==> src/rtl/add_seq_pkg.sv <==
// Shared widths and FSM state encoding for the sequential 32-bit adder.
package add_seq_pkg;

    localparam int WORD_W = 32;
    localparam int HALF_W = 16;

    typedef enum logic [1:0] {
        IDLE = 2'd0,
        LO   = 2'd1,
        HI   = 2'd2
    } state_e;

endpackage

==> src/rtl/cla_16bit.sv <==
// 16-bit carry-lookahead adder: four 4-bit groups with a second lookahead
// level computing the group carries directly from cin_i.
module cla_16bit (
    input  logic [15:0] a_i,
    input  logic [15:0] b_i,
    input  logic        cin_i,
    output logic [15:0] sum_o,
    output logic        cout_o
);

    logic [15:0] p;
    logic [15:0] g;
    logic [3:0]  gp;
    logic [3:0]  gg;
    logic [4:0]  gc;
    logic [15:0] c;

    always_comb begin
        p = a_i ^ b_i;
        g = a_i & b_i;

        for (int j = 0; j < 4; j++) begin
            gp[j] = &p[4*j +: 4];
            gg[j] = g[4*j+3]
                  | (p[4*j+3] & g[4*j+2])
                  | (p[4*j+3] & p[4*j+2] & g[4*j+1])
                  | (p[4*j+3] & p[4*j+2] & p[4*j+1] & g[4*j]);
        end

        // Group carries are flattened so no carry ripples between groups.
        gc[0] = cin_i;
        gc[1] = gg[0] | (gp[0] & cin_i);
        gc[2] = gg[1] | (gp[1] & gg[0]) | (gp[1] & gp[0] & cin_i);
        gc[3] = gg[2] | (gp[2] & gg[1]) | (gp[2] & gp[1] & gg[0])
              | (gp[2] & gp[1] & gp[0] & cin_i);
        gc[4] = gg[3] | (gp[3] & gg[2]) | (gp[3] & gp[2] & gg[1])
              | (gp[3] & gp[2] & gp[1] & gg[0])
              | (gp[3] & gp[2] & gp[1] & gp[0] & cin_i);

        c = '0;
        for (int j = 0; j < 4; j++) begin
            c[4*j]   = gc[j];
            c[4*j+1] = g[4*j]   | (p[4*j]   & gc[j]);
            c[4*j+2] = g[4*j+1] | (p[4*j+1] & g[4*j])   | (p[4*j+1] & p[4*j] & gc[j]);
            c[4*j+3] = g[4*j+2] | (p[4*j+2] & g[4*j+1]) | (p[4*j+2] & p[4*j+1] & g[4*j])
                     | (p[4*j+2] & p[4*j+1] & p[4*j] & gc[j]);
        end

        sum_o  = p ^ c;
        cout_o = gc[4];
    end

endmodule

==> src/rtl/add_seq_32bit.sv <==
// Sequential 32-bit adder reusing one 16-bit CLA for the low then high half.
// Optional ovf output (signed overflow) is enabled by defining ADD_SEQ_OVF_EN.
module add_seq_32bit
    import add_seq_pkg::*;
(
    input  logic              clk,
    input  logic              rst,
    input  logic              start,
    input  logic              carry_start,
    input  logic [WORD_W-1:0] a,
    input  logic [WORD_W-1:0] b,
    output logic              ready,
    output logic [WORD_W-1:0] sum,
    output logic              carry_out,
    output logic              done
`ifdef ADD_SEQ_OVF_EN
    ,
    output logic              ovf
`endif
);

    state_e              state_q;
    state_e              state_d;
    logic [WORD_W-1:0]   a_q;
    logic [WORD_W-1:0]   b_q;
    logic                cin_q;
    logic [HALF_W-1:0]   lo_sum_q;
    logic                carry_q;
    logic [WORD_W-1:0]   sum_q;
    logic                co_q;
    logic                done_q;

    logic [HALF_W-1:0]   cla_a;
    logic [HALF_W-1:0]   cla_b;
    logic                cla_cin;
    logic [HALF_W-1:0]   cla_sum;
    logic                cla_cout;

    // Handshake: a request is taken on any rising edge where start=1 and
    // ready=1 (IDLE); start is a don't-care whenever ready=0.
    always_comb begin
        state_d = state_q;
        case (state_q)
            IDLE:    if (start) state_d = LO;
            LO:      state_d = HI;
            HI:      state_d = IDLE;
            default: state_d = IDLE;
        endcase
    end

    // The single adder sees the high halves and the stored carry only in HI.
    always_comb begin
        if (state_q == HI) begin
            cla_a   = a_q[WORD_W-1:HALF_W];
            cla_b   = b_q[WORD_W-1:HALF_W];
            cla_cin = carry_q;
        end else begin
            cla_a   = a_q[HALF_W-1:0];
            cla_b   = b_q[HALF_W-1:0];
            cla_cin = cin_q;
        end
    end

    cla_16bit u_cla (
        .a_i    (cla_a),
        .b_i    (cla_b),
        .cin_i  (cla_cin),
        .sum_o  (cla_sum),
        .cout_o (cla_cout)
    );

`ifdef ADD_SEQ_OVF_EN
    logic ovf_q;
`endif

    always_ff @(posedge clk) begin
        if (rst) begin
            state_q  <= IDLE;
            a_q      <= '0;
            b_q      <= '0;
            cin_q    <= 1'b0;
            lo_sum_q <= '0;
            carry_q  <= 1'b0;
            sum_q    <= '0;
            co_q     <= 1'b0;
            done_q   <= 1'b0;
`ifdef ADD_SEQ_OVF_EN
            ovf_q    <= 1'b0;
`endif
        end else begin
            state_q <= state_d;
            done_q  <= 1'b0;
            case (state_q)
                IDLE: begin
                    if (start) begin
                        a_q   <= a;
                        b_q   <= b;
                        cin_q <= carry_start;
                    end
                end
                LO: begin
                    lo_sum_q <= cla_sum;
                    carry_q  <= cla_cout;
                end
                HI: begin
                    sum_q  <= {cla_sum, lo_sum_q};
                    co_q   <= cla_cout;
                    done_q <= 1'b1;
`ifdef ADD_SEQ_OVF_EN
                    ovf_q  <= (a_q[WORD_W-1] == b_q[WORD_W-1]) &&
                              (cla_sum[HALF_W-1] != a_q[WORD_W-1]);
`endif
                end
                default: ;
            endcase
        end
    end

    assign ready     = (state_q == IDLE);
    assign sum       = sum_q;
    assign carry_out = co_q;
    assign done      = done_q;
`ifdef ADD_SEQ_OVF_EN
    assign ovf       = ovf_q;
`endif

endmodule

==> config.mk <==
export PLATFORM = sky130hd
export DESIGN_NAME = add_seq_32bit
export DESIGN_NICKNAME = d
export VERILOG_FILES = /design/src/rtl/add_seq_pkg.sv /design/src/rtl/cla_16bit.sv /design/src/rtl/add_seq_32bit.sv
export SDC_FILE = /design/constraint.sdc
export NUM_CORES = 1
export LEC_CHECK = 0
export ABC_AREA = 1
export BUFFER_PORTS_ARGS = -buffer_cell sky130_fd_sc_hd__buf_4
export CAP_MARGIN = 5
export CORE_MARGIN = 5
export CORE_UTILIZATION = 45
export CTS_CLUSTER_DIAMETER = 120
export DETAILED_ROUTE_END_ITERATION = 8
export PLACE_DENSITY_LB_ADDON = 0.2
export SYNTH_ARGS = -nofsm -noshare
export SYNTH_HDL_FRONTEND = slang
export SYNTH_SLANG_ARGS = --single-unit
==> constraint.sdc <==
create_clock -name clk -period 4.2 [get_ports clk]
set_input_delay 0.42 -clock clk [delete_from_list [all_inputs] [get_ports clk]]
set_output_delay 0.42 -clock clk [all_outputs]
set_load 0.05 [all_outputs]
Word level (Yosys, flattened, before mapping)
Cells that the tools add are included.
Widths: inputs -> output; s select.
{ "op_classes": {"addsub": 0, "mul": 0, "div_mod_pow": 0, "magnitude_cmp": 0, "eq_ne": 3, "n_shift": 0, "n_mux": 6, "n_bitwise": 121, "reduce_logical": 6} }
{ "op_table": {"columns": ["cell", "count"], "rows": [
  ["$and 1x1->1", 72],
  ["$or 1x1->1", 46],
  ["$mux 16", 2],
  ["$xor 16x16->16", 2],
  ["$and 16x16->16", 1],
  ["$reduce_and 4->1", 4],
  ["$pmux 2 s2", 1],
  ["$eq 2x1->1 const B", 1],
  ["$eq 2x2->1 const B", 1],
  ["$logic_not 2->1", 1],
  ["$mux 1", 2],
  ["$mux 2", 1],
  ["$ne 2x2->1 const B", 1],
  ["$reduce_and 2->1", 1]
]} }
{ "word_totals": {"ff_bits": 118, "latch_bits": 0, "mem_bits_rw": 0, "mem_bits_ro": 0, "input_bits": 68, "out_inout_bits": 35, "wordCells": 145, "memories": 0} }

Longest topological paths before layout
Gate-level depths: netlist (run 1).
{ "logic_depth": {"ltp_word": 14, "ltp_mapped": 20, "mapped_depth_nobuf": 18} }

Hierarchy
From an unflattened synthesis (run 1), not the netlist that was laid out.
{ "hier_totals": {"cells_unflattened": 879, "area_unflattened_um2": 5844.4} }
{ "modules_own_cells": {"columns": ["mod", "instances", "cells_per_inst", "area_each_um2", "seq_area_each_um2"], "rows": [
  ["add_seq_32bit", 1, 761, 5091.1, 2362.3],
  ["cla_16bit", 1, 118, 753.2, 0.0]
]} }

Worst setup path before layout (run 1)
OpenSTA, ideal clock, no wires.
{ "synth_path": {"kind": "register to register", "from": "register state_q[1]", "to": "register sum_q[24], in the netlist sum[24]", "setup_time_ns": 0.116, "t_arrival_ns": 2.475, "required_ns": 4.084, "setup_slack_ns": 1.609, "stages_incl_launch_ff": 17, "n_path_buf": 2, "period_less_slack_ns": 2.591, "cell_sequence": "dfxtp_1 > nand2_2 > inv_1 > buf_2 > buf_1 > nand2_1 > nand2_1 > ha_1 > nand2_1 > inv_1 > a21oi_1 > nand2_2 > nand2_1 > nand2_2 > fa_1 > o21ai_0 > nor2_1"} }
{ "synth_via": {"elab_chain_cells": 11, "word_cells_on_any_way": 30, "cone_classes": "1 x eq/ne; 3 x mux; 24 x bitwise; 2 x reduce/logical"} }
{ "synth_rtl": {"columns": ["item", "line_no", "text"], "rows": [
  ["start, declared", "add_seq_32bit.sv:22", "state_e state_q;"],
  ["start signal, assigned", "add_seq_32bit.sv:91", "state_q <= state_d;"],
  ["$eq 2x2->1 *", "add_seq_32bit.sv:53", "if (state_q == HI) begin"],
  ["$mux 16", "add_seq_32bit.sv:53", null],
  ["$xor 16x16->16 or $and 16x16->16 (tied branches)", "cla_16bit.sv:19, cla_16bit.sv:20", null],
  ["$and 1x1->1 (on tied branches)", "cla_16bit.sv:25, cla_16bit.sv:26, cla_16bit.sv:27", null],
  ["$or 1x1->1 (tied with other cells)", "cla_16bit.sv:25", "| (p[4*j+3] & g[4*j+2])"],
  ["$or 1x1->1 or $and 1x1->1 (tied branches)", "cla_16bit.sv:26, cla_16bit.sv:27", null],
  ["$or 1x1->1", "cla_16bit.sv:27", "| (p[4*j+3] & p[4*j+2] & p[4*j+1] & g[4*j]);"],
  ["$and 1x1->1", "cla_16bit.sv:33", "gc[2] = gg[1] | (gp[1] & gg[0]) | (gp[1] & gp[0] & cin_i);"],
  ["$or 1x1->1 (2 in a row)", "cla_16bit.sv:33", null],
  ["$xor 16x16->16 *", "cla_16bit.sv:49", "sum_o = p ^ c;"],
  ["via cla_sum[8]", "add_seq_32bit.sv:36", "logic [HALF_W-1:0] cla_sum;"],
  ["end signal, assigned", "add_seq_32bit.sv:106", "sum_q <= {cla_sum, lo_sum_q};"],
  ["end, declared", "add_seq_32bit.sv:29", "logic [WORD_W-1:0] sum_q;"]
]} }
Mark *: on every way through the listed nets, which the timed path passes. The rest lies on a longest branch.
A chain may end at the register's enable or synchronous reset.

Worst setup path in the final report (run 1)
{ "layout_path": {"from": "register state_q[0]", "to": "register sum_q[29], in the netlist sum[29]"} }
{ "layout_via": {"elab_chain_cells": 14, "word_cells_on_any_way": 44, "cone_classes": "1 x eq/ne; 3 x mux; 37 x bitwise; 3 x reduce/logical"} }
{ "layout_rtl": {"columns": ["item", "line_no", "text"], "rows": [
  ["$eq 2x2->1 *", "add_seq_32bit.sv:53, add_seq_32bit.sv:93", null],
  ["$mux 16", "add_seq_32bit.sv:53", null],
  ["$xor 16x16->16 or $and 16x16->16 (tied branches)", "cla_16bit.sv:19, cla_16bit.sv:20", null],
  ["$and 1x1->1 (on tied branches)", "cla_16bit.sv:25, cla_16bit.sv:26, cla_16bit.sv:27", null],
  ["$or 1x1->1 (tied with other cells)", "cla_16bit.sv:25", null],
  ["$or 1x1->1 or $and 1x1->1 (tied branches)", "cla_16bit.sv:26, cla_16bit.sv:27", null],
  ["$or 1x1->1", "cla_16bit.sv:27", null],
  ["$and 1x1->1", "cla_16bit.sv:34", "gc[3] = gg[2] | (gp[2] & gg[1]) | (gp[2] & gp[1] & gg[0])"],
  ["$or 1x1->1 (2 in a row)", "cla_16bit.sv:34", null],
  ["$or 1x1->1", "cla_16bit.sv:35", "| (gp[2] & gp[1] & gp[0] & cin_i);"],
  ["$and 1x1->1", "cla_16bit.sv:43", "c[4*j+1] = g[4*j] | (p[4*j] & gc[j]);"],
  ["$or 1x1->1", "cla_16bit.sv:43", null],
  ["$xor 16x16->16", "cla_16bit.sv:49", null]
]} }
Mark *: on every way between the ends. The rest lies on a longest branch, timed or not.

==> results.md, run 1 <==
* Pleak at 0.00327 uW
* Inserted Clock Buffers at 17
* Seq/Total Area, Yosys at 44.9%
* WS Path Type: flip-flop to flip-flop
* Clk slew on worst S/H paths at 0.05 ns
* Root buf cell: clkbuf_16
* Fmax at 339 MHz
* CP max FO at 56
* Final setup fails at 0
* P per Cell Area at 474 mW/mm^2
* Commonest non-fill, non-tap cell in the layout: nor2_1
* Area growth, synth to finish at 26.8%
* Synth Area in Compound Gates at 13.1%
* CTS sink cnt at 118
* First-pass GRT wire length at 21.0 mm
* Worst slew pin tran at 0.982 ns
* Synth cell types at 26
* Adder-cell area share of the yosys netlist at 5.33%
* Main area contributors after synthesis: dfxtp_1, nor2_1, nand2_1
* Largest family of logic cells by synthesized area: simple AND/OR/NAND/NOR gates
* Worst Min Path Start: a[19]
* Flip-flop and latch area at 0.00236 mm^2
* Fin crit period at 2.95 ns
* Post-synth EDFFs at 0
* Tcrit/Tclk final at 70.2%
* Multi-input gate area at 0.00252 mm^2
* Post-CTS setup buffers at 0
* Count of state elements after synthesis at 118
* Chip height at 118 um
* Later-pin clock latency in the skew report at 0.41 ns
* Mapped cell area at 0.00526 mm^2
* Vias in the first global route at 4591
* Share of the synthesized area in the top cell type at 44.9%
* DIE AREA at 0.0139 mm^2
* Final instance area at 0.00666 mm^2
* Critical Path Source: state_q[0]
* Gr usage total at 17.9%
* RD Place Congestion at 0.864
* Nets@finish at 929
* CORE AREA at 0.0114 mm^2
* Final ANT Viol Nets at 0
* Cells after Synth at 757
* Initial antenna violation count at 0
* Rel. slew slack at 34.3%
* Slew Viols, Final at 0
* FFs w/ async S/R, synth at 0%
* Max IR drop VDD at 254 uV
* Launching point of the worst reg2reg path: state_q[0]
* Clock Path Buffers at 2
* MaxCap Viol Count at 0
* CTS Hold Bufs at 0
* DP Area at 0.00606 mm^2
* Dominant synthesized flop cell: dfxtp_1
* Routed wire per std cell at 12.3 um
* DRC violation count after routing at 0
* DRT Pass-1 Iters at 4
* CTS tree: done
* Crit start category: flip-flop
* Die width at 118 um
* Via count at 4770
* Fillcell total at 1089
* Synth area leader: dfxtp_1
* YS warnings at 0
* Post-synthesis mux area share at 0%
* IO Pins at 103
* Cts repair resizes at 0
* Hold Vio Cnt, Final at 0
* Finished Layout Cells at 995
* WP data arrival at 3.23 ns
* Initial core utilization at 46.0%
* Most frequent cells in the layout: nor2_1, nand2_1, dfxtp_1, buf_4, o21ai_0
* Final Core Density at 58.4%
* Worst Setup End Kind: flip-flop
* Diodes inserted at 0
* Post-Route WL at 12.2 mm
* Hold Path Class: input pin to flip-flop
* H-tree depth at 4
* Initial DRC count at 266
* RSZ-0062 raised after global routing: no
* Via density at 4.79
* Xor/xnor share of the synthesized area at 0.833%
* Mapped Nets at 845
* Dpl hpwl at 8.57 mm
* Placed cell count at 964
* Total grt overflow at 0
* Simple-gate share of the synthesized area at 28.6%
* Layout cell share with drive strength beyond 1 at 17.5%
* Syn Area/Cell at 6.94 um^2
* Status: completed
* Skew final at 0.00998 ns
* Row count at 39
* Req. time, crit path at 4.48 ns
* IO Port Bufs at 102
* Largest net degree at the start of global routing at 100
* Final setup TNS at 0 ns
==> report_power, final <==
group	switching [uW]	leakage [uW]	total, uW	internal (uW)
logic	306	0.00202	490	184
clock network	479	0.000287	1430	949
registers	40.3	0.000972	1240	1200
==> sequential cells by signal (all words and copies together) (netlist names) <==
name	flops
carry_out	1
state_q	2
lo_sum_q	16
b_q	32
sum	32
done	1
carry_q	1
cin_q	1
a_q	32
==> metrics by stage <==
| stage | hold slack [ns] | setup WS [ns] | total power [uW] |
|---|---|---|---|
| after floorplan | 0.425 | 1.61 | 1600 |
| after global placement | 0.444 | 1.39 | 1740 |
| after detailed placement | 0.443 | 1.26 | 1750 |
| after CTS | 0.250 | 1.23 | 3180 |
| after global routing | 0.262 | 0.909 | 3310 |
| final | 0.258 | 1.25 | 3160 |
==> cells by family after synthesis <==
kind of cell	after synthesis
simple gates	385
flops	118
compound gates	134
fa+ha+maj	20
xor+xnor	5
buf+inv	95
==> worst max-delay path, cell delays in order, from the launching register on <==
cell	delay (ns)
dfxtp_1	0.35
inv_2	0.06
nand2_2	0.07
buf_4	0.46
o21ai_0	0.24
ha_1	0.33
nand2_1	0.07
nor2_1	0.09
nand3_1	0.09
nand2_2	0.14
nand2_1	0.08
nand2_2	0.08
inv_1	0.06
fa_1	0.42
xor2_1	0.19
a21oi_1	0.09
==> per-layer routing <==
layer  up-vias  GRT usage (%)  routed length (um)
met1      2080           25.4                6120
met2       120           25.6                5160
met4         0           5.81                 144
met5         -              0                   0
met3        12           5.81                 770
li1       2558              -                   -
==> path summary, 6_finish.rpt <==
check	cells past startpoint	slack, ns	endpoint
setup reg to reg	15	1.25	sum[29]
hold / removal	3	0.26	a_q[19]
setup / recovery	15	1.25	sum[29]
hold reg to reg	2	0.45	a_q[16]
==> layout make-up <==
cell class / instances / area share [%]
multi-input cells: 544 / 37.8
flip-flops and latches: 118 / 35.4
repair buffers: 107 / 12.2
clock buffers: 20 / 6.85
inverters: 53 / 2.99
well taps: 143 / 2.68
clock inverters: 10 / 1.95
==> synthesized netlist by cell type (3+ instances only) <==
library cell and count:
nor2_1 199, nand2_1 149, dfxtp_1 118, o21ai_0 103, inv_1 51, a21oi_1 26, nand3_1 26, clkbuf_1 24
ha_1 16, buf_2 15, nand2_2 6, fa_1 4, buf_1 3, xor2_1 3
Power figures use the tool's default switching activity.
==> run 2: changes to the inputs <==
clock period = 2.7 ns   (was 4.2 ns; I/O delays follow)
==> results.md, run 2 (synthesized netlist as in run 1, its figures left out) <==
* Worst slew pin tran at 0.607 ns (-0.375 ns)
* Crit path cell chain: inv_2, nand2_4, buf_12, nand2_1, nand2_2, ha_4, nand2_1, nor2_1, nand3_1, nand2_2, nand2_1, nand2_2, inv_1, fa_1, xor2_1, a21oi_1
* Clk slew on worst S/H paths at 0.06 ns (about the same)
* Cell-internal power at 4260 uW (+82%)
* Fillcell total at 1006 (-7.6%)
* Hold Path Class: input pin to flip-flop
* Worst Setup End Kind: flip-flop
* Placed cell count at 970 (+0.62%)
* Combinational Power Share at 14.8% (-0.7 points)
* Commonest non-fill, non-tap cell in the layout: nor2_1
* Row count at 39 (unchanged)
* Final setup fails at 0 (unchanged)
* Die width at 118 um (unchanged)
* WP data arrival at 2.79 ns (-0.44 ns)
* CTS Hold Bufs at 0 (unchanged)
* Most frequent cells in the layout: nor2_1, nand2_1, dfxtp_1, buf_4, o21ai_0
* Wl on met1 at 6.47 mm (+5.6%)
* H-tree depth at 4 (unchanged)
* CP max FO at 28 (-50%)
* Final ANT Viol Nets at 0 (unchanged)
* IO Port Bufs at 102 (unchanged)
* Max IR drop VDD at 479 uV (+88%)
* Slew Viols, Final at 0 (unchanged)
* DR WL met2 at 5.60 mm (+8.6%)
* Via count at 4920 (+3.1%)
* Status: completed
* Area growth, synth to finish at 34.6%
* Final Core Density at 62.0% (+3.6 points)
* Fmax at 396 MHz (+17%)
* Final setup TNS at 0 ns (unchanged)
* DIE AREA at 0.0139 mm^2 (unchanged)
* Req. time, crit path at 2.97 ns (-1.51 ns)
* Largest net degree at the start of global routing at 73 (-27%)
* RSZ-0062 raised after global routing: no
* R2r setup slk at 0.17 ns (-1.08 ns)
* Root buf cell: clkbuf_16
* Top Metal Used: met4
* P per Cell Area at 795 mW/mm^2 (+68%)
* Worst path max stage delay at 0.42 ns (-0.04 ns)
* Switching share of power at 24.2% (-1.8 points)
* Finished Layout Cells at 1006 (+1.1%)
* Tcrit/Tclk final at 93.5% (+23 points)
* Later-pin clock latency in the skew report at 0.41 ns (about the same)
* WS Path Type: flip-flop to flip-flop
* Via density at 4.89 (+2.0%)
* Skew final at 0.0158 ns (+0.00584 ns)
* DRC violation count after routing at 0 (unchanged)
* Gr usage total at 18.6% (+0.71 points)
* Nets@finish at 938 (+0.97%)
* Rel. slew slack at 59.6% (+25 points)
* Fin crit period at 2.53 ns (-0.424 ns)
* Initial core utilization at 46.0% (unchanged)
* Flop pwr share at 34.5% (-4.8 points)
* RD Place Congestion at 0.807 (-6.6%)
* CORE AREA at 0.0114 mm^2 (unchanged)
* Crit path max-delay cell type: fa_1
* Pleak at 0.00340 uW (+4.0%)
* Initial DRC count at 259 (-2.6%)
* IO Pins at 103 (unchanged)
* Dpl hpwl at 9.01 mm (+5.1%)
* Vias in the first global route at 4685 (+2.0%)
* Chip height at 118 um (unchanged)
* Worst Hold Slack at 0.106 ns (-0.152 ns)
* Initial antenna violation count at 0 (unchanged)
* Total grt overflow at 0 (unchanged)
* Clock Path Buffers at 2 (unchanged)
* Clock group share of total power at 50.7% (+5.5 points)
* First-pass GRT wire length at 21.8 mm (+3.5%)
* DRT Pass-1 Iters at 5 (+1)
* Met3 WL at 770 um (unchanged)
* MaxCap Viol Count at 0 (unchanged)
* Routed wire per std cell at 12.9 um (+5.7%)
* Layout cell share with drive strength beyond 1 at 21.2% (+3.7 points)
* Hold Vio Cnt, Final at 0 (unchanged)
* CTS sink cnt at 118 (unchanged)
* CTS tree: done
* Diodes inserted at 0 (unchanged)
* Inserted Clock Buffers at 17 (unchanged)
* Post-Route WL at 13.0 mm (+6.8%)
* Crit start category: flip-flop
* NetSw at 1360 uW (+65%)
## run 2: worst max-delay path: cells and delay by family (launching register included)
kind / cells / cell delay (ns)
simple gates: 9 / 0.76
buf+inv: 3 / 0.30
fa+ha+maj: 2 / 0.70
flops: 1 / 0.32
compound gates: 1 / 0.09
xor+xnor: 1 / 0.19
## run 2: final cells by class
| class | instances | area [um^2] | share of cell area (%) |
|---|---|---|---|
| sequential | 118 | 2360 | 33.4 |
| multi-input combinational | 544 | 2660 | 37.5 |
| tap | 143 | 179 | 2.53 |
| clock inverter | 13 | 298 | 4.21 |
| inverter | 53 | 199 | 2.81 |
| timing repair buffer | 116 | 926 | 13.1 |
| clock buffer | 19 | 453 | 6.40 |
## run 2: through the flow
stage / setup slack, ns / cell area (um^2) / power [uW]
6_report: 0.175 / 7080 / 5630
5_1_grt: 0.0273 / 7080 / 5870
3_3_place_gp: 0.0667 / 6130 / 2720
3_5_place_dp: 0.0260 / 6130 / 2750
4_1_cts: 0.000244 / 6890 / 5610
2_1_floorplan: 0.109 / 5260 / 2490
## run 2: what timing repair did
action	4_1_cts	5_1_grt
setup endpoints to repair	1	11
pin swaps	0	7
resized for setup	1	29
buffers inserted	0	3
gates cloned	0	1
## run 2: final timing paths
kind,startpoint,endpoint,cells after the start
max reg2reg,state_q[0],sum[29],16
max,state_q[0],sum[29],16
min reg2reg,a_q[16],a_q[16],2
min,b[30],b_q[30],3
## run 2: power by group through the flow
stage | logic [uW] | clock network (uW) | registers (uW)
3_3_place_gp | 752 | 0 | 1970
5_1_grt | 939 | 2970 | 1950
4_1_cts | 785 | 2890 | 1940
3_5_place_dp | 773 | 0 | 1980
6_report | 833 | 2850 | 1940
2_1_floorplan | 460 | 0 | 2030
## run 2: metal layers
metal / vias up / track usage (%)
li1: 2578 / -
met4: 0 / 6.74
met5: - / 0
met3: 16 / 5.14
met1: 2192 / 26.4
met2: 134 / 27.0
